## config.mk

```make
export PLATFORM = sky130hd
export DESIGN_NAME = cnt_ctrl_flat
export DESIGN_NICKNAME = d
export VERILOG_FILES = /design/src/rtl/cnt_ctrl_if.sv /design/src/rtl/cnt_ctrl.sv /design/src/flat_wrapper.sv
export SDC_FILE = /design/constraint.sdc
export NUM_CORES = 1
export LEC_CHECK = 0
export BUFFER_PORTS_ARGS = -buffer_cell sky130_fd_sc_hd__buf_2
export CAP_MARGIN = 20
export CORE_UTILIZATION = 50
export DETAILED_ROUTE_END_ITERATION = 16
export PLACE_DENSITY = 0.71
export SKIP_CTS_REPAIR_TIMING = 1
export SYNTH_ARGS = -nofsm -noshare
export SYNTH_HDL_FRONTEND = slang
export SYNTH_SLANG_ARGS = --single-unit
```

## constraint.sdc

```tcl
create_clock -name i_Clk -period 3.7 [get_ports i_Clk]
set_clock_uncertainty 0.15 [all_clocks]
set_input_delay 0.185 -clock i_Clk [delete_from_list [all_inputs] [get_ports i_Clk]]
set_output_delay 0.185 -clock i_Clk [all_outputs]
set_load 0.02 [all_outputs]
```

## src/rtl/cnt_ctrl_if.sv

```systemverilog
// Button inputs and counter-control outputs of cnt_ctrl, bundled for port connection.
// The slave modport is the controller; the master modport is whatever drives the buttons.
interface cnt_ctrl_if;
   logic [2:0] i_Push;
   logic       o_Inc;
   logic       o_Dec;
   logic       o_Wrap;
   logic [3:0] o_Cnt;
   logic [3:0] o_LED;
   logic [1:0] o_Mode;

   modport master (
      output i_Push,
      input  o_Inc, o_Dec, o_Wrap, o_Cnt, o_LED, o_Mode
   );

   modport slave (
      input  i_Push,
      output o_Inc, o_Dec, o_Wrap, o_Cnt, o_LED, o_Mode
   );
endinterface

```

## src/rtl/cnt_ctrl.sv

```systemverilog
// Push-button counter controller: manual stepping, auto up/down stepping on a prescaled tick,
// and pause; a mode button cycles the four states.
module cnt_ctrl #(
   parameter int unsigned TICK_DIV = 50000000,
   parameter int unsigned CNT_MAX  = 15
) (
   input logic        i_Clk,
   input logic        i_Rst,
   cnt_ctrl_if.slave  ctrl_io
);

   typedef enum logic [1:0] {
      StMan    = 2'd0,
      StAutoUp = 2'd1,
      StAutoDn = 2'd2,
      StPause  = 2'd3
   } state_e;

   localparam int unsigned       PreW    = $clog2(TICK_DIV);
   localparam logic [PreW-1:0]   PreLast = PreW'(TICK_DIV - 1);
   localparam logic [3:0]        CntTop  = 4'(CNT_MAX);

   logic [2:0]      sync1_q, sync2_q, prev_q;
   logic [2:0]      press_q, press_d;
   logic [1:0]      arm_q, arm_d;
   logic            armed;

   state_e          state_q, state_d;
   logic [PreW-1:0] pre_q, pre_d;
   logic [3:0]      cnt_q, cnt_d;
   logic            inc_q, inc_d;
   logic            dec_q, dec_d;
   logic            wrap_q, wrap_d;
   logic            auto_st;
   logic            tick;

   // Edges are only trusted once the synchronizer and edge flop hold post-reset samples, so a
   // button held through reset release never looks like a fresh press.
   assign armed   = (arm_q == 2'd3);
   assign arm_d   = armed ? arm_q : arm_q + 2'd1;
   assign press_d = armed ? (prev_q & ~sync2_q) : 3'b000;

   always_ff @(posedge i_Clk or posedge i_Rst) begin
      if (i_Rst) begin
         sync1_q <= 3'b111;
         sync2_q <= 3'b111;
         prev_q  <= 3'b111;
         press_q <= 3'b000;
         arm_q   <= 2'd0;
      end else begin
         sync1_q <= ctrl_io.i_Push;
         sync2_q <= sync1_q;
         prev_q  <= sync2_q;
         press_q <= press_d;
         arm_q   <= arm_d;
      end
   end

   assign auto_st = (state_q == StAutoUp) || (state_q == StAutoDn);
   assign tick    = auto_st && (pre_q == PreLast);

   always_comb begin
      state_d = state_q;
      pre_d   = '0;
      inc_d   = 1'b0;
      dec_d   = 1'b0;
      if (press_q[2]) begin
         // A mode press wins over everything else and restarts the prescaler.
         unique case (state_q)
            StMan:    state_d = StAutoUp;
            StAutoUp: state_d = StAutoDn;
            StAutoDn: state_d = StPause;
            StPause:  state_d = StMan;
            default:  state_d = StMan;
         endcase
      end else begin
         if (auto_st) begin
            pre_d = tick ? '0 : pre_q + 1'b1;
         end
         unique case (state_q)
            StMan: begin
               inc_d = press_q[1] & ~press_q[0];
               dec_d = press_q[0] & ~press_q[1];
            end
            StAutoUp: inc_d = tick;
            StAutoDn: dec_d = tick;
            default: ;
         endcase
      end
   end

   always_comb begin
      cnt_d  = cnt_q;
      wrap_d = 1'b0;
      if (inc_d) begin
         if (cnt_q == CntTop) begin
            cnt_d  = 4'd0;
            wrap_d = 1'b1;
         end else begin
            cnt_d = cnt_q + 4'd1;
         end
      end else if (dec_d) begin
         if (cnt_q == 4'd0) begin
            cnt_d  = CntTop;
            wrap_d = 1'b1;
         end else begin
            cnt_d = cnt_q - 4'd1;
         end
      end
   end

   always_ff @(posedge i_Clk or posedge i_Rst) begin
      if (i_Rst) begin
         state_q <= StMan;
         pre_q   <= '0;
         cnt_q   <= 4'd0;
         inc_q   <= 1'b0;
         dec_q   <= 1'b0;
         wrap_q  <= 1'b0;
      end else begin
         state_q <= state_d;
         pre_q   <= pre_d;
         cnt_q   <= cnt_d;
         inc_q   <= inc_d;
         dec_q   <= dec_d;
         wrap_q  <= wrap_d;
      end
   end

   assign ctrl_io.o_Inc  = inc_q;
   assign ctrl_io.o_Dec  = dec_q;
   assign ctrl_io.o_Wrap = wrap_q;
   assign ctrl_io.o_Cnt  = cnt_q;
   assign ctrl_io.o_LED  = cnt_q;
   assign ctrl_io.o_Mode = state_q;

endmodule

```

## src/flat_wrapper.sv

```systemverilog
// flat-port wrapper written by rule: the top's interface ports become plain ports
module cnt_ctrl_flat 
#(
   parameter int unsigned TICK_DIV = 50000000,
   parameter int unsigned CNT_MAX  = 15
)
  (i_Clk, i_Rst, ctrl_io_i_Push, ctrl_io_o_Inc, ctrl_io_o_Dec, ctrl_io_o_Wrap, ctrl_io_o_Cnt, ctrl_io_o_LED, ctrl_io_o_Mode);
  cnt_ctrl_if ctrl_io_i ();
  input logic i_Clk;
  input logic i_Rst;
  input wire logic [$bits(ctrl_io_i.i_Push)-1:0] ctrl_io_i_Push;
  output wire logic [$bits(ctrl_io_i.o_Inc)-1:0] ctrl_io_o_Inc;
  output wire logic [$bits(ctrl_io_i.o_Dec)-1:0] ctrl_io_o_Dec;
  output wire logic [$bits(ctrl_io_i.o_Wrap)-1:0] ctrl_io_o_Wrap;
  output wire logic [$bits(ctrl_io_i.o_Cnt)-1:0] ctrl_io_o_Cnt;
  output wire logic [$bits(ctrl_io_i.o_LED)-1:0] ctrl_io_o_LED;
  output wire logic [$bits(ctrl_io_i.o_Mode)-1:0] ctrl_io_o_Mode;
  assign ctrl_io_i.i_Push = ctrl_io_i_Push;
  assign ctrl_io_o_Inc = ctrl_io_i.o_Inc;
  assign ctrl_io_o_Dec = ctrl_io_i.o_Dec;
  assign ctrl_io_o_Wrap = ctrl_io_i.o_Wrap;
  assign ctrl_io_o_Cnt = ctrl_io_i.o_Cnt;
  assign ctrl_io_o_LED = ctrl_io_i.o_LED;
  assign ctrl_io_o_Mode = ctrl_io_i.o_Mode;
  cnt_ctrl #(.TICK_DIV(TICK_DIV), .CNT_MAX(CNT_MAX)) u_core (.i_Clk(i_Clk), .i_Rst(i_Rst), .ctrl_io(ctrl_io_i));
endmodule
```

==> summary.txt, run 1 <==
Outcome
  • Run status: completed

Global route
  • GRT met3 Usage: 3.846%
  • Largest net degree at the start of global routing: 50
  • Initial antenna violation count: 0
  • Met2 usage: 27.67%
  • Gr busiest metal: met2
  • First-pass GRT wire length: 6810 um
  • Met1 capacity usage during global routing: 23.69%
  • Grt ovf: 0
  • Overall Global Routing Usage: 17.63%
  • Vias in the first global route: 1478

Finish
  • Nets: 255
  • Post-layout util: 58.87%
  • Layout cell share with drive strength beyond 1: 18.52%
  • ANT cells: 0
  • Area Overhead vs Synth: 10.58%

Floorplanning
  • Number of cell rows: 24
  • DIE HEIGHT: 70.79 um
  • Die ar.: 0.005011 mm2
  • I/O pin cnt: 18
  • Die Wd: 70.79 um
  • Core area: 0.004444 mm2
  • Initial core utilization: 53.24%

Synth
  • Ys async rst share: 100.0%
  • Top_reg_cell synth: dfrtp_1
  • Ys Warns: 0
  • Largest area contributor in the synthesized netlist: dfrtp_1
  • Commonest cells in the netlist: dfrtp_1 (40), nor2_1 (34), xor2_1 (16)
  • Top-count cell post-synth: dfrtp_1
  • #FFs+latches synth: 49
  • Mapped cell area: 0.002366 mm2
  • EDFF count, synth: 0
  • Library cells used by synthesis: 43
  • Syn_nets: 236
  • Area contributors post-synth: dfrtp_1 (42%), dfstp_2 (10%), xor2_1 (5.9%)
  • Mapped Cells: 223
  • Post-synth top area share: 42.31%
  • Sequential share of the synthesized area: 52.30%
  • Syn_area_per_cell: 10.61 um2

Clocking
  • Clock transition at path regs: 0.09 ns
  • CTS tree: yes
  • Root Driver: clkbuf_8
  • # H-tree levels: 2
  • TritonCTS Buffers: 5
  • Clock sinks: 49
  • Clock tree buffer depth: 2
  • Clk_lat worst skew: 0.30 ns

Power and ir drop
  • Peak supply drop: 0.3548 mV
  • Reg power frac: 46.6%
  • Design Power: 0.001378 W
  • Switch Pwr: 0.0005074 W
  • Clock Power Share: 22.6%
  • P_leak: 1.180 nW
  • Switching part of the total: 36.81%
  • Combinational power share: 30.8%
  • Power density over the cells: 526.9 mW/mm2
  • Cell internal pwr: 0.0008711 W

Detailed routing
  • Post-route DRC: 0
  • Routed Antenna Nets: 0
  • Via Count: 1573
  • Average wire per standard cell: 13.19 um
  • Drt pass-1 iters: 6
  • Final WL: 3891 um
  • Drt first-iter violations: 100
  • Post-DR vias/cell: 5.332

Worst setup path
  • CP Data Required Time: 3.75 ns
  • Worst R2R Setup Slack: 1.27 ns
  • CP Max Fanout: 4
  • Setup crit end kind: register
  • CP Data Arrival Time: 2.48 ns
  • Kind of critical path: reg2reg
  • R2R Path Start: u_core.ctrl_io.o_Mode[0]
  • Reg-to-reg endpoint: u_core.ctrl_io.o_Cnt[2]
  • CP Launch Type: register
  • R2R cell count: 8

STA
  • Rel. slew slack: 52.08%
  • Unrepaired setup endpoints after global routing: no
  • Worst-margin pin slew: 0.7129 ns
  • Final WS setup: 1.272 ns
  • Slew Limit Fails: 0
  • Endpoints failing setup: 0
  • Post-route minimum period: 2.428 ns
  • Fin crit share: 65.61%
  • Fmax: 411.9 MHz
  • Final Hold Viols: 0
  • Setup TNS: 0 ns

Place
  • IO buf count: 17
  • Post-DP HPWL: 2628 um
  • Placer Congestion: 0.7502
  • Pre-CTS setup slack: 1.305 ns

Run
  • Max_cap viols: 0

Worst hold path
  • Worst hold path class: in2async
[sequential cells by signal, indices dropped and copies added (netlist names)]
register and count:
u_core.pre_q 26, u_core.sync1_q 3, u_core.sync2_q 3, u_core.press_q 3, u_core.ctrl_io.o_Dec 1, u_core.arm_q 2
u_core.prev_q 3, u_core.ctrl_io.o_Cnt 4, u_core.ctrl_io.o_Inc 1, u_core.ctrl_io.o_Mode 2, u_core.ctrl_io.o_Wrap 1
[worst max-delay path by stage]
stage	startpoint	endpoint	slack, ns	cells after the start
after floorplan	u_core.ctrl_io.o_Mode[0]	u_core.ctrl_io.o_Cnt[2]	1.32	8
after global placement	u_core.ctrl_io.o_Mode[0]	u_core.ctrl_io.o_Cnt[2]	1.38	8
after detailed placement	u_core.ctrl_io.o_Mode[0]	u_core.ctrl_io.o_Cnt[2]	1.30	8
after CTS	u_core.ctrl_io.o_Mode[0]	u_core.ctrl_io.o_Cnt[2]	1.28	8
after global routing	u_core.pre_q[0]	u_core.pre_q[22]	1.17	6
final	u_core.ctrl_io.o_Mode[0]	u_core.ctrl_io.o_Cnt[2]	1.27	8
[placed cells by master (no fill, tap or decap), types with 2 or more instances in the layout]
master,instances
nand3b_1,2
o21ai_0,6
inv_1,6
nand3_1,14
xnor2_1,11
nand2_1,11
clkbuf_8,5
nor2b_1,3
dlygate4sd3_1,4
nand4_1,9
nor2_1,34
clkinv_4,2
and4_1,3
nand2b_1,2
dfstp_2,9
and3b_1,4
ha_1,8
dfrtp_1,40
nor3_1,2
buf_2,17
and3_1,7
a21oi_1,3
xor2_1,16
[layout make-up]
cell class / instances / area [um2]
clock buffers: 5 / 68.82
clock inverters: 3 / 22.52
fillers: 386 / 1828
inverters: 7 / 26.28
multi-input cells: 156 / 1044
flip-flops and latches: 49 / 1237
well taps: 52 / 65.06
repair buffers: 23 / 152.6
[stage by stage]
step           hold WS, ns  cells  instance area [um2]
6_report            0.1564    295                 2616
2_1_floorplan      0.03948    223                 2366
3_3_place_gp        0.1405    282                 2465
4_1_cts            -0.1918    290                 2556
3_5_place_dp        0.1411    282                 2465
5_1_grt             0.1547    295                 2616
[critical path, cell delays in order (launching register included)]
cell,delay (ns)
dfrtp_1,0.38
inv_1,0.08
ha_1,0.34
and3b_1,0.19
and4_1,0.22
a31o_2,0.27
a2111oi_0,0.45
a21oi_1,0.06
and3_1,0.19
[cells by family (layout without fill, tap and decap cells)]
kind of cell	Yosys count	after routing	share of synthesized area, %
compound gates	19	19	5.606
xor+xnor	27	27	9.994
fa+ha+maj	8	8	4.231
buf+inv	18	38	3.596
flops	49	49	52.30
mux	1	1	0.4759
simple gates	101	101	23.80
[power groups by stage]
stage | Clock [W] | Sequential [W] | Combinational, W
floorplan | 0 | 0.000671 | 0.000308
global placement | 0 | 0.000649 | 0.000419
detailed placement | 0 | 0.000654 | 0.000424
CTS | 0.000323 | 0.000644 | 0.000425
global route | 0.000341 | 0.000654 | 0.000476
finish | 0.000311 | 0.000642 | 0.000425
[metal layers]
| layer | vias to the layer above | wire length, um |
|---|---|---|
| met2 | 27 | 1760 |
| met4 | 0 | 48 |
| met1 | 741 | 1973 |
| met3 | 4 | 108 |
| li1 | 801 | - |
| met5 | - | 0 |
Note: power is estimated with default switching activity, not from simulation.
==> run 2, diff against run 1 <==
clock period = 2.5 ns   (was 3.7 ns; I/O delays follow)
==> summary.txt, run 2 (synthesis gave the netlist of run 1 again) <==
Clocking
  • CTS tree: yes
  • Clock sinks: 49
  • Clock tree buffer depth: 2
  • TritonCTS Buffers: 5
  • Clock transition at path regs: 0.09 ns
  • Clk_lat worst skew: 0.31 ns
  • Root Driver: clkbuf_8
  • # H-tree levels: 2

Worst setup path
  • Worst-path cell chain: inv_1 -> ha_1 -> and3b_1 -> and4_1 -> a31o_2 -> and2_1 -> a211o_1 -> and3_1
  • Kind of critical path: reg2reg
  • CP Data Arrival Time: 2.41 ns
  • Delay-heaviest family, CP: simple AND/OR/NAND/NOR gates
  • CP Data Required Time: 2.55 ns
  • Slowest CP cell: dfrtp_1
  • Setup crit end kind: register
  • WP buf/inv: 1
  • Slowest stage delay, CP: 0.38 ns
  • CP Max Fanout: 4
  • CP Launch Type: register

Finish
  • Nets: 260
  • Finished Layout Cells: 300
  • Commonest non-fill, non-tap cells in the layout: dfrtp_1 (40), nor2_1 (34), buf_2 (17), xor2_1 (16), nand3_1 (14)
  • Filler cell count: 372
  • Top reg by flops: u_core.pre_q
  • Post-layout util: 60.47%
  • Layout cell share with drive strength beyond 1: 20.56%
  • Area Overhead vs Synth: 13.59%
  • ANT cells: 0
  • Largest register FFs: 26
  • Commonest non-fill, non-tap cell in the layout: dfrtp_1

Floorplanning
  • Initial core utilization: 53.24%
  • DIE HEIGHT: 70.79 um
  • Core area: 0.004444 mm2
  • I/O pin cnt: 18
  • Die ar.: 0.005011 mm2
  • Number of cell rows: 24
  • Die Wd: 70.79 um

Outcome
  • Run status: completed

STA
  • Fmax: 423.9 MHz
  • Rel. slew slack: 63.30%
  • Worst-margin pin slew: 0.5497 ns
  • Final Hold Viols: 0
  • Slew Limit Fails: 0
  • Unrepaired setup endpoints after global routing: no
  • Final WS setup: 0.1407 ns
  • Post-route minimum period: 2.359 ns
  • Fin crit share: 94.37%
  • Setup TNS: 0 ns
  • Endpoints failing setup: 0
  • Worst hold slack: 0.2099 ns

Place
  • Post-DP HPWL: 2845 um
  • Placed instance count: 288
  • IO buf count: 17
  • Pre-CTS setup slack: 0.1390 ns
  • Placer Congestion: 0.7906

Global route
  • Grt ovf: 0
  • First-pass GRT wire length: 7093 um
  • Overall Global Routing Usage: 18.45%
  • Vias in the first global route: 1557
  • Initial antenna violation count: 0
  • Largest net degree at the start of global routing: 28

Detailed routing
  • Routed Antenna Nets: 0
  • Post-route DRC: 0
  • Post-DR vias/cell: 5.323
  • Drt first-iter violations: 72
  • Drt pass-1 iters: 6
  • Final WL: 4083 um
  • Average wire per standard cell: 13.61 um
  • Via Count: 1597

Run
  • Max_cap viols: 0

Power and ir drop
  • Peak supply drop: 0.5274 mV
  • P_leak: 1.220 nW
  • Power density over the cells: 821.6 mW/mm2

Worst hold path
  • Worst hold path class: reg2reg
run 2: changes by cell type in the layout (fill, tap and decap cells not counted), sizes merged:
cell | before | now
buf | 19 | 24
clkinv | 3 | 1
inv | 7 | 8
bufinv | 0 | 1
run 2: worst paths after layout:
path / startpoint / end / cells after the start / slack [ns]
max in group asynchronous: i_Rst / u_core.sync1_q[2] / 4 / 1.31
worst max register to register: u_core.ctrl_io.o_Mode[0] / u_core.ctrl_io.o_Cnt[2] / 8 / 0.14
worst max-delay path: u_core.ctrl_io.o_Mode[0] / u_core.ctrl_io.o_Cnt[2] / 8 / 0.14
min in group asynchronous: i_Rst / u_core.pre_q[21] / 3 / 0.26
worst min-delay path: u_core.sync1_q[1] / u_core.sync2_q[1] / 0 / 0.21
worst min register to register: u_core.sync1_q[1] / u_core.sync2_q[1] / 0 / 0.21
run 2: layout make-up:
type,count,area [um2],share of cell area [%]
clock buffers,5,68.82,2.561
clock inverters,3,50.05,1.862
inverters,7,26.28,0.9777
multi-input cells,156,1050,39.06
flip-flops and latches,49,1237,46.04
well taps,52,65.06,2.421
repair buffers,28,190.2,7.076
run 2: power breakdown:
part           internal (W)  switching, W  total, W
Combinational      0.000262      0.000414  0.000676
Clock              0.000306      0.000275  0.000582
Sequential         0.000866     0.0000835  0.000950
run 2: layer usage:
| metal | global-route usage [%] | share of wire (%) | vias up |
|---|---|---|---|
| met3 | 3.419 | 2.3 | 7 |
| met4 | 8.000 | 1.8 | 0 |
| met2 | 29.06 | 46 | 22 |
| met1 | 25.24 | 49 | 762 |
| met5 | 0 | 0 | - |
| li1 | - | - | 806 |
run 2: per-stage QoR:
step / area, um2 / total power (W)
finish: 2688 / 0.002208
global route: 2688 / 0.002341
CTS: 2641 / 0.002209
detailed placement: 2522 / 0.001626
global placement: 2522 / 0.001617
floorplan: 2366 / 0.001449
==> run 3, diff against run 2 <==
CORE_MARGIN = 3   (was default)
RECOVER_POWER = 100   (was default)
==> summary.txt, run 3 (synthesis gave the netlist of run 1 again) <==
Outcome
  • Run status: completed

Clocking
  • Clock transition at path regs: 0.10 ns
  • Clk_lat worst skew: 0.31 ns
  • # H-tree levels: 2
  • Clock tree buffer depth: 2
  • TritonCTS Buffers: 5
  • CTS tree: yes
  • Clock sinks: 49
  • Root Driver: clkbuf_8

Worst setup path
  • Setup crit end kind: register
  • Kind of critical path: reg2reg
  • Slowest stage delay, CP: 0.38 ns
  • CP Data Required Time: 2.56 ns
  • Worst-path cell chain: inv_1 -> ha_1 -> and3b_1 -> and4_1 -> a31o_2 -> and2_1 -> a211o_1 -> and3_1
  • CP Data Arrival Time: 2.41 ns
  • CP Launch Type: register
  • Delay-heaviest family, CP: simple AND/OR/NAND/NOR gates
  • WP buf/inv: 1
  • Slowest CP cell: dfrtp_1
  • CP Max Fanout: 4

Global route
  • Initial antenna violation count: 0
  • Vias in the first global route: 1549
  • Overall Global Routing Usage: 17.33%
  • Largest net degree at the start of global routing: 29
  • Grt ovf: 0
  • First-pass GRT wire length: 7403 um

Power and ir drop
  • Combinational power share: 30.0%
  • Switch Pwr: 0.0007842 W
  • P_leak: 1.148 nW
  • Power density over the cells: 789.2 mW/mm2
  • Clock Power Share: 24.0%
  • Design Power: 0.002070 W
  • Switching part of the total: 37.89%
  • Reg power frac: 46.0%
  • Peak supply drop: 0.5455 mV
  • Cell internal pwr: 0.001285 W

STA
  • Slew Limit Fails: 0
  • Worst-margin pin slew: 1.022 ns
  • Final Hold Viols: 0
  • Fin crit share: 94.11%
  • Setup TNS: 0 ns
  • Fmax: 425.0 MHz
  • Post-route minimum period: 2.353 ns
  • Unrepaired setup endpoints after global routing: no
  • Rel. slew slack: 31.80%
  • Endpoints failing setup: 0

Floorplanning
  • Initial core utilization: 52.88%
  • DIE HEIGHT: 74.79 um
  • Core area: 0.004474 mm2
  • Die Wd: 74.79 um
  • I/O pin cnt: 18
  • Number of cell rows: 24
  • Die ar.: 0.005594 mm2

Finish
  • Top reg by flops: u_core.pre_q
  • Commonest non-fill, non-tap cell in the layout: dfrtp_1
  • Nets: 259
  • Filler cell count: 380
  • ANT cells: 0
  • Layout cell share with drive strength beyond 1: 13.36%
  • Area Overhead vs Synth: 10.84%
  • Largest register FFs: 26
  • Commonest non-fill, non-tap cells in the layout: dfrtp_1 (40), nor2_1 (34), xor2_1 (16), clkbuf_1 (15), nand3_1 (14)

Detailed routing
  • Average wire per standard cell: 13.64 um
  • Post-route DRC: 0
  • Routed Antenna Nets: 0
  • Final WL: 4079 um
  • Drt pass-1 iters: 4
  • Via Count: 1600
  • Drt first-iter violations: 97
  • Post-DR vias/cell: 5.351

Run
  • Max_cap viols: 0

Worst hold path
  • Worst hold path class: reg2reg

Place
  • Placer Congestion: 0.7844
  • Post-DP HPWL: 2817 um
  • IO buf count: 17
[run 3: path summary, 6_finish.rpt]
kind | cells past startpoint | startpoint | slack [ns] | endpoint
setup / recovery | 8 | u_core.ctrl_io.o_Mode[0] | 0.15 | u_core.ctrl_io.o_Cnt[2]
hold / removal | 0 | u_core.sync1_q[2] | 0.21 | u_core.sync2_q[2]
setup reg to reg | 8 | u_core.ctrl_io.o_Mode[0] | 0.15 | u_core.ctrl_io.o_Cnt[2]
hold reg to reg | 0 | u_core.sync1_q[2] | 0.21 | u_core.sync2_q[2]
max in group asynchronous | 4 | i_Rst | 0.64 | u_core.ctrl_io.o_Dec
min in group asynchronous | 3 | i_Rst | 0.45 | u_core.pre_q[21]
[run 3: worst reg2reg max path, cell delays in order, from the launching register on]
cell	delay [ns]
dfrtp_1	0.38
inv_1	0.08
ha_1	0.34
and3b_1	0.19
and4_1	0.22
a31o_2	0.27
and2_1	0.20
a211o_1	0.27
and3_1	0.16
[run 3: per-layer routing]
metal  share of wire, %  global-route usage (%)  routed length [um]
met1                 50                   24.48                2045
met2                 45                   26.44                1845
met3                3.2                   4.406                 132
met4                1.3                   5.336                  55
met5                  0                       0                   0
[run 3: area by class of cell]
cell class	instances	area (um2)	area share (%)
Multi-Input combinational cell	156	1050	40.03
Sequential cell	49	1237	47.19
Inverter	7	26.28	1.002
Clock inverter	3	28.78	1.097
Timing Repair Buffer	27	146.4	5.582
Clock buffer	5	68.82	2.624
Tap cell	52	65.06	2.481
[run 3: power groups by stage]
stage	logic, W	registers, W	clock network, W
after floorplan	0.000455	0.000994	0
after global placement	0.000657	0.000961	0
final	0.000620	0.000953	0.000496
after global routing	0.000696	0.000972	0.000549
after CTS	0.000666	0.000952	0.000516
after detailed placement	0.000661	0.000967	0
[run 3: through the flow]
stage	worst slack [ns]	util (%)	area (um2)	cells	hold WS (ns)
CTS	0.07896	58.39	2613	295	-0.2798
detailed placement	0.1111	56.21	2515	287	0.06977
floorplan	0.1200	-	2366	223	-0.02052
finish	0.1473	58.61	2623	299	0.2126
global placement	0.1917	56.21	2515	287	0.06218
global route	0.004854	58.61	2623	299	0.2167
